--- src/rtl/uart_tx_arbiter_if.sv ---
// Requester byte streams, uart_tx handshake and arbiter status for uart_tx_arbiter.
// The arbiter connects through the slave modport; sources and the uart_tx side use master.
interface uart_tx_arbiter_if #(
   parameter int unsigned NUM_REQ    = 4,
   parameter int unsigned DATA_WIDTH = 8
);
   localparam int unsigned IdW = (NUM_REQ > 1) ? $clog2(NUM_REQ) : 1;

   logic [NUM_REQ-1:0]            req_valid;
   logic [NUM_REQ*DATA_WIDTH-1:0] req_data;
   logic [NUM_REQ-1:0]            req_last;
   logic [NUM_REQ-1:0]            req_ready;
   logic                          tx_trigger;
   logic [DATA_WIDTH-1:0]         tx_data;
   logic                          tx_busy;
   logic [IdW-1:0]                grant_id;
   logic                          grant_active;
   logic [31:0]                   sent_count;

   modport master (
      output req_valid, req_data, req_last, tx_busy,
      input  req_ready, tx_trigger, tx_data, grant_id, grant_active, sent_count
   );

   modport slave (
      input  req_valid, req_data, req_last, tx_busy,
      output req_ready, tx_trigger, tx_data, grant_id, grant_active, sent_count
   );
endinterface

--- src/rtl/uart_tx_arbiter.sv ---
// Round-robin arbiter sharing one uart_tx between NUM_REQ packet requesters.
// A grant is held for a whole packet (at most MAX_BURST bytes) and sequences trigger/busy.
module uart_tx_arbiter #(
   parameter int unsigned NUM_REQ      = 4,
   parameter int unsigned DATA_WIDTH   = 8,
   parameter int unsigned MAX_BURST    = 32,
   parameter int unsigned BUSY_TIMEOUT = 4
) (
   input logic              clk,
   input logic              rst,
   uart_tx_arbiter_if.slave bus
);
   localparam int unsigned IdW    = (NUM_REQ > 1) ? $clog2(NUM_REQ) : 1;
   localparam int unsigned BurstW = $clog2(MAX_BURST + 1);
   localparam int unsigned TmoW   = (BUSY_TIMEOUT > 1) ? $clog2(BUSY_TIMEOUT) : 1;

   typedef enum logic [1:0] {StIdle, StSend, StWaitHi, StWaitLo} state_e;

   state_e                r_state, w_state_d;
   logic [IdW-1:0]        r_grant_id, w_grant_id_d;
   logic [IdW-1:0]        r_rr_ptr, w_rr_ptr_d;
   logic                  r_grant_active, w_grant_active_d;
   logic [BurstW-1:0]     r_burst_cnt, w_burst_cnt_d;
   logic [TmoW-1:0]       r_tmo_cnt, w_tmo_cnt_d;
   logic                  r_last, w_last_d;
   logic                  r_tx_trigger, w_tx_trigger_d;
   logic [DATA_WIDTH-1:0] r_tx_data, w_tx_data_d;
   logic [31:0]           r_sent_count, w_sent_count_d;

   logic [IdW-1:0]        w_idx;
   logic [IdW-1:0]        w_winner;
   logic                  w_any_valid;
   logic [NUM_REQ-1:0]    w_req_ready;

   // First valid requester strictly after the rr pointer, wrapping.
   always_comb begin
      w_idx       = '0;
      w_winner    = '0;
      w_any_valid = 1'b0;
      for (int unsigned k = 1; k <= NUM_REQ; k++) begin
         w_idx = IdW'((32'(r_rr_ptr) + k) % NUM_REQ);
         if (!w_any_valid && bus.req_valid[w_idx]) begin
            w_any_valid = 1'b1;
            w_winner    = w_idx;
         end
      end
   end

   always_comb begin
      w_state_d        = r_state;
      w_grant_id_d     = r_grant_id;
      w_rr_ptr_d       = r_rr_ptr;
      w_grant_active_d = r_grant_active;
      w_burst_cnt_d    = r_burst_cnt;
      w_tmo_cnt_d      = r_tmo_cnt;
      w_last_d         = r_last;
      w_tx_trigger_d   = 1'b0;
      w_tx_data_d      = r_tx_data;
      w_sent_count_d   = r_sent_count;
      w_req_ready      = '0;

      unique case (r_state)
         StIdle: begin
            if (w_any_valid && !bus.tx_busy) begin
               w_grant_id_d     = w_winner;
               w_grant_active_d = 1'b1;
               w_burst_cnt_d    = '0;
               w_state_d        = StSend;
            end
         end
         StSend: begin
            w_req_ready[r_grant_id] = bus.req_valid[r_grant_id] & ~bus.tx_busy;
            if (w_req_ready[r_grant_id]) begin
               w_tx_data_d    = bus.req_data[r_grant_id*DATA_WIDTH +: DATA_WIDTH];
               w_last_d       = bus.req_last[r_grant_id];
               w_burst_cnt_d  = r_burst_cnt + 1'b1;
               w_sent_count_d = r_sent_count + 32'd1;
               w_tx_trigger_d = 1'b1;
               w_tmo_cnt_d    = '0;
               w_state_d      = StWaitHi;
            end
         end
         StWaitHi: begin
            // A uart_tx that never reports busy is treated as having taken the byte.
            if (bus.tx_busy || r_tmo_cnt == TmoW'(BUSY_TIMEOUT - 1)) begin
               w_state_d = StWaitLo;
            end else begin
               w_tmo_cnt_d = r_tmo_cnt + 1'b1;
            end
         end
         StWaitLo: begin
            if (!bus.tx_busy) begin
               if (r_last || r_burst_cnt == BurstW'(MAX_BURST)) begin
                  w_grant_active_d = 1'b0;
                  w_rr_ptr_d       = r_grant_id;
                  w_state_d        = StIdle;
               end else begin
                  w_state_d = StSend;
               end
            end
         end
         default: w_state_d = StIdle;
      endcase
   end

   always_ff @(posedge clk or posedge rst) begin
      if (rst) begin
         r_state        <= StIdle;
         r_grant_id     <= '0;
         r_rr_ptr       <= IdW'(NUM_REQ - 1);
         r_grant_active <= 1'b0;
         r_burst_cnt    <= '0;
         r_tmo_cnt      <= '0;
         r_last         <= 1'b0;
         r_tx_trigger   <= 1'b0;
         r_tx_data      <= '0;
         r_sent_count   <= '0;
      end else begin
         r_state        <= w_state_d;
         r_grant_id     <= w_grant_id_d;
         r_rr_ptr       <= w_rr_ptr_d;
         r_grant_active <= w_grant_active_d;
         r_burst_cnt    <= w_burst_cnt_d;
         r_tmo_cnt      <= w_tmo_cnt_d;
         r_last         <= w_last_d;
         r_tx_trigger   <= w_tx_trigger_d;
         r_tx_data      <= w_tx_data_d;
         r_sent_count   <= w_sent_count_d;
      end
   end

   assign bus.req_ready    = w_req_ready;
   assign bus.tx_trigger   = r_tx_trigger;
   assign bus.tx_data      = r_tx_data;
   assign bus.grant_id     = r_grant_id;
   assign bus.grant_active = r_grant_active;
   assign bus.sent_count   = r_sent_count;
endmodule

--- src/flat_wrapper.sv ---
// flat-port wrapper written by rule: the top's interface ports become plain ports
module uart_tx_arbiter_flat 
#(
   parameter int unsigned NUM_REQ      = 4,
   parameter int unsigned DATA_WIDTH   = 8,
   parameter int unsigned MAX_BURST    = 32,
   parameter int unsigned BUSY_TIMEOUT = 4
)
  (clk, rst, bus_req_valid, bus_req_data, bus_req_last, bus_tx_busy, bus_req_ready, bus_tx_trigger, bus_tx_data, bus_grant_id, bus_grant_active, bus_sent_count);
  uart_tx_arbiter_if #(.NUM_REQ(NUM_REQ), .DATA_WIDTH(DATA_WIDTH)) bus_i ();
  input logic clk;
  input logic rst;
  input wire logic [$bits(bus_i.req_valid)-1:0] bus_req_valid;
  input wire logic [$bits(bus_i.req_data)-1:0] bus_req_data;
  input wire logic [$bits(bus_i.req_last)-1:0] bus_req_last;
  input wire logic [$bits(bus_i.tx_busy)-1:0] bus_tx_busy;
  output wire logic [$bits(bus_i.req_ready)-1:0] bus_req_ready;
  output wire logic [$bits(bus_i.tx_trigger)-1:0] bus_tx_trigger;
  output wire logic [$bits(bus_i.tx_data)-1:0] bus_tx_data;
  output wire logic [$bits(bus_i.grant_id)-1:0] bus_grant_id;
  output wire logic [$bits(bus_i.grant_active)-1:0] bus_grant_active;
  output wire logic [$bits(bus_i.sent_count)-1:0] bus_sent_count;
  assign bus_i.req_valid = bus_req_valid;
  assign bus_i.req_data = bus_req_data;
  assign bus_i.req_last = bus_req_last;
  assign bus_i.tx_busy = bus_tx_busy;
  assign bus_req_ready = bus_i.req_ready;
  assign bus_tx_trigger = bus_i.tx_trigger;
  assign bus_tx_data = bus_i.tx_data;
  assign bus_grant_id = bus_i.grant_id;
  assign bus_grant_active = bus_i.grant_active;
  assign bus_sent_count = bus_i.sent_count;
  uart_tx_arbiter #(.NUM_REQ(NUM_REQ), .DATA_WIDTH(DATA_WIDTH), .MAX_BURST(MAX_BURST), .BUSY_TIMEOUT(BUSY_TIMEOUT)) u_core (.clk(clk), .rst(rst), .bus(bus_i));
endmodule
--- config.mk ---
export PLATFORM = sky130hd
export DESIGN_NAME = uart_tx_arbiter_flat
export DESIGN_NICKNAME = d
export VERILOG_FILES = /design/src/rtl/uart_tx_arbiter_if.sv /design/src/rtl/uart_tx_arbiter.sv /design/src/flat_wrapper.sv
export SDC_FILE = /design/constraint.sdc
export NUM_CORES = 1
export LEC_CHECK = 0
export ABC_AREA = 1
export CAP_MARGIN = 25
export CORE_MARGIN = 1
export CORE_UTILIZATION = 54
export CTS_CLUSTER_SIZE = 10
export DETAILED_ROUTE_END_ITERATION = 7
export GPL_TIMING_DRIVEN = 0
export PLACE_DENSITY = 0.86
export RECOVER_POWER = 50
export SYNTH_ARGS = -nofsm -noshare
export SYNTH_HDL_FRONTEND = slang
export SYNTH_SLANG_ARGS = --single-unit
--- constraint.sdc ---
create_clock -name clk -period 3.99 [get_ports clk]
set_input_delay 0.798 -clock clk [delete_from_list [all_inputs] [get_ports clk]]
set_output_delay 0.798 -clock clk [all_outputs]
set_load 0.02 [all_outputs]
# Yosys cells after proc, flatten, opt, wreduce, memory -nomap -nowiden
# Index checks and enable logic that the tools add are counted.
# word_totals
regBits	57
input_bits	43
out_inout_bits	48
word_cells	103
# op_classes
n_addsub	7
magnitude_cmp	6
n_eq_ne	11
shifts	1
n_mux	43
bitwise_logic	3
reduce_logical	22
# ops
cell	n
32-bit by 1-bit adder with 32-bit output, second input constant	1
32-bit by 6-bit variable part select with 8-bit output	1
2-bit two-way mux	10
1-bit two-way mux	18
2-bit by 3-bit less-than comparator with 1-bit output, second input constant	5
1-bit binary-select mux with 2-bit select	7
6-bit two-way mux	2
6-bit case mux with 2 select lines	1
3-bit AND reduction	3
2-bit by 1-bit inequality test with 1-bit output, second input constant	4
2-bit case mux with 4 select lines	1
4-bit AND reduction	2
2-bit by 1-bit adder with 2-bit output, second input constant	3
6-bit by 1-bit adder with 6-bit output, second input constant	1
2-bit == test, second input constant	3
6-bit == test, second input constant	1
2-bit nonzero test	3
1-bit logical AND	5
2-bit adder, second input constant	2
4-bit bitwise AND	1
1-bit logical NOT	4
4-bit two-way mux	1
2-bit inequality test, second input constant	2
2-bit case mux with 2 select lines	1
9 further kinds	11

# Depth between registers and ports, before layout
# Gate-level depths: netlist (run 1).
# depth
ltp_word	16
depth_mapped	14
ltp_nobuf	12

# Worst setup path after synthesis (run 1)
# Ideal clock, no wire load.
# synth_path
path_kind	input -> output
start	in bus_req_valid[2]
end	out bus_req_ready[0]
t_arrival_ns	1.723
t_required_ns	3.192
slack_ns	1.469
stages	6
n_path_buf	2
cell_sequence	nand3_1 -> nand4_2 -> nand3_4 -> buf_4 -> buf_4 -> nor3_2
# synth_via
elab_chain_len	5
# synth_lines
item	line	rtl
start, declared	flat_wrapper.sv:13	input wire logic [$bits(bus_i.req_valid)-1:0] bus_req_valid;
1-bit binary-select mux with 2-bit select	uart_tx_arbiter.sv:72	w_req_ready[r_grant_id] = bus.req_valid[r_grant_id] & ~bus.tx_busy;
1-bit two-way mux (not written as such)	uart_tx_arbiter.sv:72	
1-bit bitwise AND	uart_tx_arbiter.sv:72	
4-bit bitwise AND (no source line)	--	
4-bit two-way mux	uart_tx_arbiter.sv:62	unique case (r_state)
end, declared	flat_wrapper.sv:17	output wire logic [$bits(bus_i.req_ready)-1:0] bus_req_ready;
# Every way passes these cells. The select of a mux whose other input is x is not followed.

# Worst setup path in the final report (run 1)
# layout_path
start	in bus_req_valid[1]
end	out bus_req_ready[3]
# The elaborated chain is that of the path after synthesis.

==> results of run 1 <==
## final cells by class
cell class	instances	area [sq um]	share of cell area [%]
tap	80	100	2.02
buffer	16	93.8	1.89
clock buffer	12	155	3.13
timing repair buffer	91	913	18.4
sequential	57	1430	28.8
multi-input combinational	400	2050	41.2
inverter	47	183	3.68
clock inverter	3	40.0	0.807
## sequential cells by signal, indices dropped and copies added (netlist names)
signal / cells
u_core.r_state: 2
u_core.r_last: 1
u_core.bus.sent_count: 32
u_core.bus.tx_data: 8
u_core.bus.tx_trigger: 1
u_core.r_tmo_cnt: 2
u_core.bus.grant_active: 1
u_core.r_rr_ptr: 2
u_core.r_burst_cnt: 6
u_core.bus.grant_id: 2
## power groups by stage
stage / Clock (W) / Sequential, W / Combinational [W]
6_report: 0.000546 / 0.000853 / 0.00145
5_1_grt: 0.000576 / 0.000872 / 0.00160
4_1_cts: 0.000549 / 0.000850 / 0.00147
3_5_place_dp: 0 / 0.000856 / 0.00146
3_3_place_gp: 0 / 0.000850 / 0.00141
2_1_floorplan: 0 / 0.000943 / 0.000895
## synth_stat cells
library cell / n
dfstp_2: 2
buf_4: 5
nand2_2: 12
nor2_4: 1
inv_2: 2
nand3_1: 61
xor2_1: 17
nor3b_1: 1
nor2_1: 46
o21ai_1: 3
xnor2_1: 12
inv_6: 1
buf_6: 3
nand4_2: 1
a21oi_1: 1
nand3_2: 1
nor3_1: 11
nand3_4: 1
inv_4: 1
inv_1: 43
nand3b_1: 6
nor3_2: 4
and2_1: 2
dfrtp_1: 55
buf_2: 2
o21ai_2: 1
nand2_1: 172
o21ai_0: 16
nand2_4: 3
clkbuf_1: 6
nor2_8: 1
nand4_1: 18
ha_1: 9
## logic make-up after synthesis
kind of cell    share of synthesized area [%]
compound gates                           2.89
xor+xnor                                 6.74
fa+ha+maj                                2.99
buf+inv                                  7.64
flops                                    37.9
simple gates                             41.8
## layout by cell type, fill, tap and decap left out, drive strengths merged
cell type and n:
nand3b 6, clkdlybuf4s50 87, xor2 17, bufinv 1, nand3 63, clkbuf 21
nor3 15, nand4 19, clkinv 2, inv 46, nand2 187, ha 9
dfrtp 55, buf 7, clkinvlp 1, xnor2 12, nor3b 1, dfstp 2
nor2 48, and2 2, a21oi 1, dlygate4sd3 3, o21ai 20, dlymetal6s4s 1
## layer usage
layer  routed length (um)  share of wire [%]
met1                 4140                 42
met2                 4860                 49
met3                  535                5.4
met4                  292                3.0
met5                    0                  0
## final timing paths
kind / from / end / slack (ns) / cells past startpoint
max reg2reg: u_core.bus.grant_id[0] / u_core.bus.sent_count[10] / 1.78 / 9
min in group asynchronous: rst / u_core.bus.sent_count[26] / 0.97 / 2
min: u_core.bus.tx_data[4] / u_core.bus.tx_data[4] / 0.49 / 2
max in group asynchronous: rst / u_core.bus.sent_count[7] / 0.84 / 3
max: bus_req_valid[1] / bus_req_ready[3] / 0.25 / 8
min reg2reg: u_core.bus.tx_data[4] / u_core.bus.tx_data[4] / 0.49 / 2
## through the flow
| step | cells | setup slack [ns] | area (sq um) |
|---|---|---|---|
| final | 706 | 0.251 | 4960 |
| after floorplan | 520 | 1.47 | 3770 |
| after global routing | 706 | 0.133 | 4960 |
| after global placement | 690 | 0.372 | 4770 |
| after detailed placement | 691 | 0.374 | 4790 |
| after CTS | 706 | 0.370 | 4980 |
## critical path: stages
cell	delay, ns
dlygate4sd3_1	0.59
nand3_1	0.09
nand4_1	0.19
nand3_4	0.14
buf_4	0.20
buf_4	0.18
nor3_2	0.10
clkdlybuf4s50_1	0.64
==> flow_summary.yaml, run 1 <==
sta:
  hold_viol: 0
  clock-skew-final_ns: 0.0123
  min_period_ns: 3.74
  finalSetupViolations: 0
  whs_ns: 0.486
  fmax_ghz: 0.267
  fin_tns_setup_ns: 0
  period_share_pct: 93.7
  worst_pin_slew_ns: 1.77
  slew_violations: 43
  slew-limit-headroom_pct: -18.0
  rsz0062_at_grt: "no"
clocking:
  clk_pin_slew_ns: 0.06
  tritoncts: "yes"
  cts.htree.levels: 3
  cts_setup_buffers: 0
  postCtsResizedCells: 0
  clock_latency_ns: 0.34
  numCtsBuffers: 9
  hold_buffers: 0
  clock_sinks: 57
  cts_buffer_depth: 2
  root_buffer: "clkbuf_8"
power_and_ir_drop:
  p_clk_share_pct: 19.1
  p_leak_nw: 2.27
  switchingPower_w: 0.00126
  p_per_area_nw_per_um2: 575
  p_seq_share_pct: 29.9
  worst_ir_drop_vdd_v: 0.000424
  finalPower_w: 0.00285
  p_sw_share_pct: 44.1
  combinationalPowerShare_pct: 51.0
  p_int_w: 0.00159
grt:
  busiest_layer: "met2"
  antenna_found_initial: 0
  gr-usage-met1_pct: 34.6
  grt_max_degree: 43
  grt_pass1_vias: 3651
  grt_use_total_pct: 28.3
  overflow: 0
  gr-usage-met3_pct: 4.91
  grt_pass1_wl_mm: 16.4
  use_met2_pct: 49.4
critical_path:
  cp-start-kind: "primary input"
  crit_arrival_ns: 2.94
  crit_required_ns: 3.19
  endpoint_kind: "output pin"
  setup.worst_path.class: "in2out"
  crit_fanout: 10
cells_and_area:
  drive_gt1_share_pct: 8.15
  synthToLayoutAreaGrowth_pct: 31.6
  final_nets: 674
  final_util_pct: 73.4
  final.fill_count: 513
  diodes: 0
routing:
  viasPerCell: 5.47
  firstDrtPassIters: 5
  drt-initial-drc-count: 227
  route.detailed.drc: 0
  ant_nets: 0
  wl_per_cell_um: 13.9
  totalWireLength_mm: 9.83
  dr_total_vias: 3865
logic_synthesis:
  synth_area_sq_um: 3770
  synth_top_area_share_pct: 36.5
  ys_types: 33
  synth.area.top_cells: "dfrtp_1 (37%), nand2_1 (17%), nand3_1 (8.1%)"
  synthesis.nets: 572
  yosysWarnings: 0
  synth_cells: 520
  synth-seq-cells: 57
  seq_area_frac_synth_pct: 37.9
  yosys.area.top_type: "dfrtp_1"
  syn_area_per_cell_sq_um: 7.25
run_status:
  status: "finished, violations left"
  failed_checks: "max-capacitance violations, max-slew violations"
placement:
  port_buffers: 90
  gp_congestion: 0.937
  dp_hpwl_mm: 7.60
floorplan:
  start_util_pct: 55.8
  ioPinCount: 91
  dieArea_sq_um: 7320
  die_width_um: 85.5
  num_rows: 30
  core_area_sq_um: 6760
  die_h_um: 85.5
flow_run:
  maxCapViolations: 1
worst_hold_path:
  worstHoldPathType: "reg2reg"
Power figures use the tool's default switching activity.
==> inputs of run 2 (changes only) <==
--- a/config.mk
+++ b/config.mk
@@ -8,11 +8,11 @@
 export ABC_AREA = 1
 export CAP_MARGIN = 25
 export CORE_MARGIN = 1
-export CORE_UTILIZATION = 54
+export CORE_UTILIZATION = 50
 export CTS_CLUSTER_SIZE = 10
 export DETAILED_ROUTE_END_ITERATION = 7
 export GPL_TIMING_DRIVEN = 0
-export PLACE_DENSITY = 0.86
+export PLACE_DENSITY = 0.81
 export RECOVER_POWER = 50
 export SYNTH_ARGS = -nofsm -noshare
 export SYNTH_HDL_FRONTEND = slang
==> constraint.sdc (replaced) <==
create_clock -name clk -period 3.8 [get_ports clk]
set_input_delay 0.76 -clock clk [delete_from_list [all_inputs] [get_ports clk]]
set_output_delay 0.76 -clock clk [all_outputs]
set_load 0.02 [all_outputs]
==> flow_summary.yaml, run 2 (synthesized netlist as in run 1, its figures left out) <==
run_status:
  status: "finished, violations left"
  failed_checks: "max-capacitance violations, max-slew violations"
sta:
  worst_pin_slew_ns: 1.70
  whs_ns: 0.481
  slew_violations: 39
  fin_tns_setup_ns: 0
  slew-limit-headroom_pct: -13.7
  hold_viol: 0
  fmax_ghz: 0.273
  clock-skew-final_ns: 0.0213
  finalSetupViolations: 0
  rsz0062_at_grt: "no"
  min_period_ns: 3.66
  period_share_pct: 96.2
floorplan:
  die_width_um: 88.8
  start_util_pct: 52.0
  ioPinCount: 91
  core_area_sq_um: 7250
  die_h_um: 88.8
  dieArea_sq_um: 7890
  num_rows: 31
clocking:
  cts.htree.levels: 3
  clock_latency_ns: 0.35
  postCtsResizedCells: 0
  clock_sinks: 57
  hold_buffers: 0
  root_buffer: "clkbuf_8"
  clk_pin_slew_ns: 0.07
  cts_buffer_depth: 2
  tritoncts: "yes"
  numCtsBuffers: 9
  cts_setup_buffers: 0
routing:
  dr_total_vias: 3806
  viasPerCell: 5.24
  drt-initial-drc-count: 280
  ant_nets: 0
  totalWireLength_mm: 9.94
  route.detailed.drc: 0
  firstDrtPassIters: 5
  wl_per_cell_um: 13.7
cells_and_area:
  diodes: 0
  layout.cells.non_filler: 726
  final.fill_count: 643
  layout_common_cells: "nand2_1 (172), clkdlybuf4s50_1 (87), nand3_1 (61)"
  layout_commonest_cell: "nand2_1"
  final_nets: 674
  largest_reg_flops: 32
  stdcell_area_sq_um: 5000
  drive_gt1_share_pct: 8.61
  synthToLayoutAreaGrowth_pct: 32.7
critical_path:
  slowest_delay_ns: 0.63
  crit_required_ns: 3.04
  crit_family: "buffers and inverters"
  path_buf_inv: 4
  endpoint_kind: "output pin"
  crit_fanout: 10
  crit_arrival_ns: 2.90
  cp-start-kind: "primary input"
  crit_top_cell: "buf_4"
  slowest_stage: "clkdlybuf4s50_1"
  setup.worst_path.class: "in2out"
  crit_chain: "dlygate4sd3_1 > nand3_1 > nand4_2 > nand3_4 > buf_4 > buf_4 > nor3_2 > clkdlybuf4s50_1"
grt:
  grt_pass1_vias: 3640
  grt_use_total_pct: 27.1
  antenna_found_initial: 0
  grt_pass1_wl_mm: 16.2
  overflow: 0
  grt_max_degree: 39
worst_hold_path:
  worstHoldPathType: "reg2reg"
placement:
  port_buffers: 90
  gp_congestion: 0.916
  dp_hpwl_mm: 7.62
  placed_area_sq_um: 4810
  dp.cells: 710
power_and_ir_drop:
  p_per_area_nw_per_um2: 602
  worst_ir_drop_vdd_v: 0.000476
  finalPower_w: 0.00301
  p_leak_nw: 2.28
flow_run:
  maxCapViolations: 1
[run 2: worst reg2reg max path: stages, from the launching register on]
cell	delay, ns
dfrtp_1	0.38
buf_4	0.17
inv_1	0.14
nand3_1	0.10
nand4_2	0.15
nand3_4	0.13
clkinvlp_2	0.24
clkbuf_1	0.46
nand2_1	0.14
xnor2_1	0.16
[run 2: stage by stage]
stage / util [%] / setup WS, ns
global route: 68.9 / 0.0575
detailed placement: 66.4 / 0.204
finish: 68.9 / 0.144
global placement: 66.1 / 0.267
CTS: 69.2 / 0.200
floorplan: - / 1.35
[run 2: cell type report]
class	instances	area (sq um)	share of cell area (%)
clock buffer	11	151	3.03
clock inverter	5	53.8	1.08
buffer	16	93.8	1.88
tap	99	124	2.48
multi-input combinational	400	2050	41.0
sequential	57	1430	28.6
inverter	47	183	3.65
timing repair buffer	91	913	18.3
[run 2: metal layers]
layer | GRT usage, % | part of all wire, % | up-vias
met1 | 32.0 | 42 | 1767
li1 | - | - | 1870
met2 | 46.8 | 50 | 139
met5 | 0 | 0 | -
met3 | 6.81 | 5.4 | 30
met4 | 11.6 | 2.5 | 0
[run 2: worst paths after layout]
check / from / to / depth (start not counted) / slack, ns
worst min register to register: u_core.bus.tx_data[6] / u_core.bus.tx_data[6] / 2 / 0.48
worst max-delay path: bus_req_valid[1] / bus_req_ready[1] / 8 / 0.14
min in group asynchronous: rst / u_core.r_tmo_cnt[1] / 2 / 0.98
max in group asynchronous: rst / u_core.bus.sent_count[3] / 3 / 0.66
worst min-delay path: u_core.bus.tx_data[6] / u_core.bus.tx_data[6] / 2 / 0.48
worst max register to register: u_core.bus.grant_id[0] / u_core.bus.sent_count[10] / 9 / 1.61
[run 2: power breakdown]
| part | total [W] | internal (W) | switching (W) | leakage, nW |
|---|---|---|---|---|
| registers | 0.000893 | 0.000757 | 0.000136 | 0.749 |
| clock network | 0.000589 | 0.000336 | 0.000253 | 0.109 |
| logic | 0.00153 | 0.000587 | 0.000943 | 1.42 |
| total | 0.00301 | 0.00168 | 0.00133 | 2.28 |
==> inputs of run 3 (changes only) <==
--- a/config.mk
+++ b/config.mk
@@ -14,6 +14,8 @@
 export GPL_TIMING_DRIVEN = 0
 export PLACE_DENSITY = 0.81
 export RECOVER_POWER = 50
+export SKIP_LAST_GASP = 1
+export SLEW_MARGIN = 5
 export SYNTH_ARGS = -nofsm -noshare
 export SYNTH_HDL_FRONTEND = slang
 export SYNTH_SLANG_ARGS = --single-unit
==> results of run 3 <==
No change in the layout: final DEF, timing and power equal those of run 2.
